[config.mk]
export PLATFORM = sky130hd
export DESIGN_NAME = cic_decimator
export DESIGN_NICKNAME = d
export VERILOG_FILES = /design/src/rtl/cic_pkg.sv /design/src/rtl/cic_comb_stage.sv /design/src/rtl/cic_decimator.sv
export SDC_FILE = /design/constraint.sdc
export NUM_CORES = 1
export LEC_CHECK = 0
export BUFFER_PORTS_ARGS = -buffer_cell sky130_fd_sc_hd__buf_2
export CAP_MARGIN = 20
export CELL_PAD_IN_SITES_DETAIL_PLACEMENT = 0
export CELL_PAD_IN_SITES_GLOBAL_PLACEMENT = 1
export CORE_UTILIZATION = 43
export CTS_BUF_LIST = sky130_fd_sc_hd__clkbuf_2 sky130_fd_sc_hd__clkbuf_4 sky130_fd_sc_hd__clkbuf_8
export DETAILED_ROUTE_END_ITERATION = 8
export GPL_TIMING_DRIVEN = 1
export PLACE_DENSITY = 0.77
export SYNTH_ARGS = -nofsm -noshare
export SYNTH_HDL_FRONTEND = slang
export SYNTH_SLANG_ARGS = --single-unit
[constraint.sdc]
create_clock -name clk -period 2 [get_ports clk]
set_input_delay 0.2 -clock clk [delete_from_list [all_inputs] [get_ports clk]]
set_output_delay 0.2 -clock clk [all_outputs]
set_load 0.02 [all_outputs]
[src/rtl/cic_pkg.sv]
// Shared constants and helpers for the CIC decimator.
package cic_pkg;

  localparam int ORDER_DEF      = 3;
  localparam int DECIM_LOG2_DEF = 6;
  localparam int OUT_BITS_DEF   = 16;

  function automatic int clog2(input int v);
    int r;
    r = 0;
    while ((1 << r) < v) r++;
    return r;
  endfunction

  function automatic int acc_width(input int order,
                                   input int dlog2);
    return order * dlog2 + 1;
  endfunction

  function automatic int max_out_of(input int ob);
    return (1 << (ob - 1)) - 1;
  endfunction

  function automatic int half_of(input int aw);
    return 1 << (aw - 2);
  endfunction

  localparam int ACC_W =
    acc_width(ORDER_DEF, DECIM_LOG2_DEF);
  localparam int MAX_OUT = max_out_of(OUT_BITS_DEF);
  localparam int HALF    = half_of(ACC_W);

endpackage

[src/rtl/cic_comb_stage.sv]
// One M=1 comb section; advances only on its enable,
// and forwards the enable one cycle later.
module cic_comb_stage
  import cic_pkg::*;
#(
  parameter int ACC_W = cic_pkg::ACC_W
) (
  input  logic             clk,
  input  logic             reset,
  input  logic             en,
  input  logic [ACC_W-1:0] x,
  output logic [ACC_W-1:0] y,
  output logic             en_out
);

  logic [ACC_W-1:0] x_prev;

  always_ff @(posedge clk) begin
    if (reset) begin
      y      <= '0;
      x_prev <= '0;
      en_out <= 1'b0;
    end else begin
      en_out <= en;
      if (en) begin
        y      <= x - x_prev;
        x_prev <= x;
      end
    end
  end

endmodule

[src/rtl/cic_decimator.sv]
// sinc^N decimator: 1-bit bitstream in, signed PCM out
// at clk/R when din_en is held high.
module cic_decimator
  import cic_pkg::*;
#(
  parameter int ORDER      = 3,
  parameter int DECIM_LOG2 = 6,
  parameter int OUT_BITS   = 16
) (
  input  logic                clk,
  input  logic                reset,
  input  logic                din_en,
  input  logic                din,
  output logic [OUT_BITS-1:0] dout,
  output logic                dout_valid,
  output logic                dout_sat
);

  localparam int AW = acc_width(ORDER, DECIM_LOG2);
  localparam int SHIFT = AW - 1 - OUT_BITS;
  localparam logic signed [AW:0] HALF_S =
    (AW+1)'(half_of(AW));
  localparam logic signed [AW:0] MAX_S =
    (AW+1)'(max_out_of(OUT_BITS));

  logic [AW-1:0]         integ [ORDER];
  logic [AW-1:0]         din_ext;
  logic [DECIM_LOG2-1:0] cnt;
  logic                  stb;
  logic                  stb_q;
  logic                  tap_v;
  logic [AW-1:0]         tap;
  logic [AW-1:0]         cx [ORDER+1];
  logic [ORDER:0]        ce;
  logic signed [AW:0]    s;
  logic signed [AW:0]    q;
  logic                  sat;

  assign din_ext = {{(AW-1){1'b0}}, din};
  assign stb     = din_en && (cnt == '1);

  for (genvar k = 0; k < ORDER; k++) begin : g_int
    if (k == 0) begin : g_first
      always_ff @(posedge clk) begin
        if (reset)       integ[k] <= '0;
        else if (din_en) integ[k] <= integ[k] + din_ext;
      end
    end else begin : g_rest
      always_ff @(posedge clk) begin
        if (reset)       integ[k] <= '0;
        else if (din_en) integ[k] <= integ[k] + integ[k-1];
      end
    end
  end

  // The tap captures the last integrator one edge after
  // the strobe, i.e. its value including the R-th bit.
  always_ff @(posedge clk) begin
    if (reset) begin
      cnt   <= '0;
      stb_q <= 1'b0;
      tap_v <= 1'b0;
      tap   <= '0;
    end else begin
      if (din_en) cnt <= cnt + 1'b1;
      stb_q <= stb;
      tap_v <= stb_q;
      if (stb_q) tap <= integ[ORDER-1];
    end
  end

  assign cx[0] = tap;
  assign ce[0] = tap_v;

  for (genvar k = 0; k < ORDER; k++) begin : g_comb
    cic_comb_stage #(.ACC_W(AW)) u_comb (
      .clk    (clk),
      .reset  (reset),
      .en     (ce[k]),
      .x      (cx[k]),
      .y      (cx[k+1]),
      .en_out (ce[k+1])
    );
  end

  always_comb begin
    s   = $signed({1'b0, cx[ORDER]}) - HALF_S;
    q   = s >>> SHIFT;
    sat = (q > MAX_S);
  end

  always_ff @(posedge clk) begin
    if (reset) begin
      dout       <= '0;
      dout_valid <= 1'b0;
      dout_sat   <= 1'b0;
    end else begin
      dout_valid <= ce[ORDER];
      if (ce[ORDER]) begin
        dout     <= sat ? MAX_S[OUT_BITS-1:0]
                        : q[OUT_BITS-1:0];
        dout_sat <= sat;
      end
    end
  end

endmodule

==> impl_metrics.env <==
export IMPL_internal_power_uw=7960
export IMPL_clk_pin_slew_worst_paths_ps=60
export IMPL_portBuffers=21
export IMPL_post_drt_via_cell_ratio=5.28
export IMPL_fin_worst_skew_ps=36.2
export IMPL_ys_seq_area_share_pct=38.4
export IMPL_maxSlewViolCount=0
export IMPL_die_x_um=175
export IMPL_switching_share_pct=25.8
export IMPL_dp_hpwl_um=23500
export IMPL_final_cell_mix="buf_4 (265), nor2_1 (205), dfxtp_1 (139)"
export IMPL_clockBufferDepth=3
export IMPL_max_freq_mhz=438
export IMPL_timing_hold_ws_ps=35.6
export IMPL_drt_initial_drc_count=526
export IMPL_rsz0062_at_grt="true"
export IMPL_cts_buffers=40
export IMPL_violations="setup timing"
export IMPL_p_seq_share_pct=44.2
export IMPL_route_detailed_drc=0
export IMPL_crit_path_top_delay_cell="edfxtp_1"
export IMPL_layout_setup_ws_ps=-285
export IMPL_synth_fp_nets=1534
export IMPL_layout_nets=1828
export IMPL_period_minus_slack_ps=2290
export IMPL_path_max_fanout=4
export IMPL_post_drt_wl_per_cell_um=15.8
export IMPL_synth_cells=1432
export IMPL_grt_pass1_vias=11200
export IMPL_drive_gt1_share_pct=34.3
export IMPL_timing_rr_start="integ[1][2]"
export IMPL_fin_util_pct=60.7
export IMPL_critical_path_arrival_ps=2690
export IMPL_hold_path_class="primary input to flip-flop"
export IMPL_slew_headroom_pct=64.3
export IMPL_cp_startpoint="integ[1][2]"
export IMPL_hold_viol_final=0
export IMPL_rrSetupSlack_ps=-290
export IMPL_core_rowCount=62
export IMPL_grtUsageTotal_pct=21.8
export IMPL_maxCapViolations=0
export IMPL_crit_path_start_kind="flip-flop"
export IMPL_antenna_left=0
export IMPL_crit_chain="ha_1 > nor2b_2 > o31a_1 > o221ai_4 > a21oi_2 > o41ai_2 > mux2i_1"
export IMPL_final_common_cell="buf_4"
export IMPL_coreArea_mm2=0.0290
export IMPL_htree_levels=2
export IMPL_dr_pass1_iters=5
export IMPL_post_synth_num_cell_types=76
export IMPL_synth_flop_cell="dfxtp_1"
export IMPL_totalWireLength_um=33800
export IMPL_yosys_warnings=0
export IMPL_p_leak_uw=0.00724
export IMPL_cts_root_buf="clkbuf_8"
export IMPL_end_kind="flip-flop"
export IMPL_max_stage_delay_ps=440
export IMPL_syn_avg_cell_area_um2=8.94
export IMPL_boundaryPins=22
export IMPL_synthesis_area_mm2=0.0128
export IMPL_antenna_found_initial=0
export IMPL_gp_congestion=0.841
export IMPL_ys_ff_latch=217
export IMPL_start_util_pct=44.1
export IMPL_grt_max_degree=50
export IMPL_grt_pass1_wl_um=55100
export IMPL_min_period_over_period_pct=114
export IMPL_num_vias=11300
export IMPL_pwr_share_comb_pct=12.6
export IMPL_finalSetupViolations=32
export IMPL_cts_sinks=217
export IMPL_worstMarginPinSlew_ps=531
export IMPL_p_per_area_mw_per_mm2=609
export IMPL_outcome="complete, but fails checks"
export IMPL_cts_tree="built"
export IMPL_synth_edf_count=57
export IMPL_grt_overflow=0
export IMPL_antenna_cells=0
export IMPL_syn2layout_area_growth_pct=37.6
export IMPL_clockPowerShare_pct=43.2
export IMPL_async_flop_share_pct=0
export IMPL_clk_latency_ps=560
export IMPL_hold_start="din_en"
export IMPL_die_height_um=175
export IMPL_die_area_mm2=0.0305
export IMPL_p_switching_uw=2770
export IMPL_path_class="flip-flop to flip-flop"
export IMPL_worst_ep_required_time_ps=2410
export IMPL_p_total_uw=10700
export IMPL_ir_drop_mv=0.537
## critical path, delay by kind of cell (launching register included)
| kind | cells | cell delay (ps) |
|---|---|---|
| compound gates | 4 | 960 |
| flops | 1 | 440 |
| fa+ha+maj | 1 | 310 |
| mux | 1 | 250 |
| simple gates | 1 | 160 |
## per-layer routing
layer | GRT usage [%] | part of all wire, %
met1 | 27.8 | 46
met4 | 7.93 | 3.0
met3 | 3.08 | 2.8
met2 | 37.5 | 49
met5 | 0 | 0
## synthesized netlist by cell type, drive strengths merged (5+ instances only)
| master | n | area (um2) |
|---|---|---|
| o311ai | 6 | 52.6 |
| nor2b | 12 | 75.1 |
| a211oi | 32 | 240 |
| or2 | 6 | 37.5 |
| nor2 | 209 | 785 |
| nand4 | 15 | 93.8 |
| o31a | 7 | 62.6 |
| a21o | 28 | 210 |
| inv | 86 | 323 |
| nor4 | 5 | 31.3 |
| nor3 | 37 | 185 |
| edfxtp | 57 | 1710 |
| o21ai | 57 | 293 |
| o211ai | 11 | 82.6 |
| nor3b | 8 | 60.1 |
| o22ai | 13 | 81.3 |
| buf | 21 | 91.3 |
| a21oi | 75 | 383 |
| and3 | 12 | 75.1 |
| xnor2 | 28 | 245 |
| nand2b | 26 | 163 |
| clkbuf | 37 | 139 |
| mux2i | 96 | 961 |
| dfxtp | 160 | 3200 |
| o21bai | 7 | 52.6 |
| ha | 94 | 1180 |
| xor2 | 32 | 280 |
| nand4b | 7 | 61.3 |
| a31oi | 11 | 75.1 |
| o221ai | 6 | 58.8 |
| or3 | 9 | 56.3 |
| and2 | 12 | 75.1 |
| o21a | 27 | 203 |
| a21boi | 5 | 37.5 |
| or3b | 8 | 70.1 |
| nand2 | 88 | 330 |
| nand3 | 23 | 115 |
## kinds of logic (layout without fill, tap and decap cells)
family | Yosys count | count (layout) | synth area share [%]
mux | 96 | 96 | 7.51
xor+xnor | 60 | 60 | 4.11
simple gates | 492 | 492 | 18.3
buf+inv | 144 | 467 | 4.32
flops | 217 | 217 | 38.4
compound gates | 325 | 325 | 17.5
fa+ha+maj | 98 | 98 | 9.82
## power by group through the flow
stage / clock network, uW / logic [uW] / registers (uW)
floorplan: 0 / 659 / 4790
global placement: 0 / 1070 / 4810
detailed placement: 0 / 1090 / 4820
CTS: 4740 / 1230 / 4740
global route: 4940 / 1470 / 4750
finish: 4640 / 1350 / 4740
## worst paths after layout
kind                                endpoint  depth (start not counted)
worst min register to register         stb_q                          2
worst max register to register  integ[1][12]                          7
worst min-delay path                   stb_q                          3
worst max-delay path            integ[1][12]                          7
## through the flow
| step | std cells | setup TNS, ps | setup slack (ps) | cell area (um2) |
|---|---|---|---|---|
| 3_5_place_dp | 2026 | -8470 | -340 | 15100 |
| 6_report | 2139 | -4380 | -285 | 17600 |
| 2_1_floorplan | 1432 | -825 | -120 | 12900 |
| 5_1_grt | 2139 | -7840 | -379 | 17600 |
| 3_3_place_gp | 2026 | -6580 | -280 | 15100 |
| 4_1_cts | 2123 | -3220 | -236 | 16800 |
## final cells by class
class                   count  area (um2)
repair buffers            310        2380
inverters                  86         323
clock buffers              58         736
flip-flops and latches    217        4940
multi-input cells        1071        8610
well taps                 384         480
fillers                  2472       11400
clock inverters            13         139
## state kept, by name, summed over array words and instances (netlist names)
register and count:
stb_q 1, dout_sat 1, tap_v 1, integ 57
g_comb.u_comb.en_out 3, tap 19, dout_valid 1, g_comb.u_comb.x_prev 57
g_comb.u_comb.y 55, dout 16, cnt 6
## timing repair
action / CTS / global route
hold buffers: 2 / 0
buffers inserted: 27 / 18
hold endpoints to repair: 7 / 0
gates resized for setup: 119 / 142
pin swaps: 88 / 84
setup endpoints to repair: 64 / 77
No activity file was read; power rests on OpenSTA's default activity.
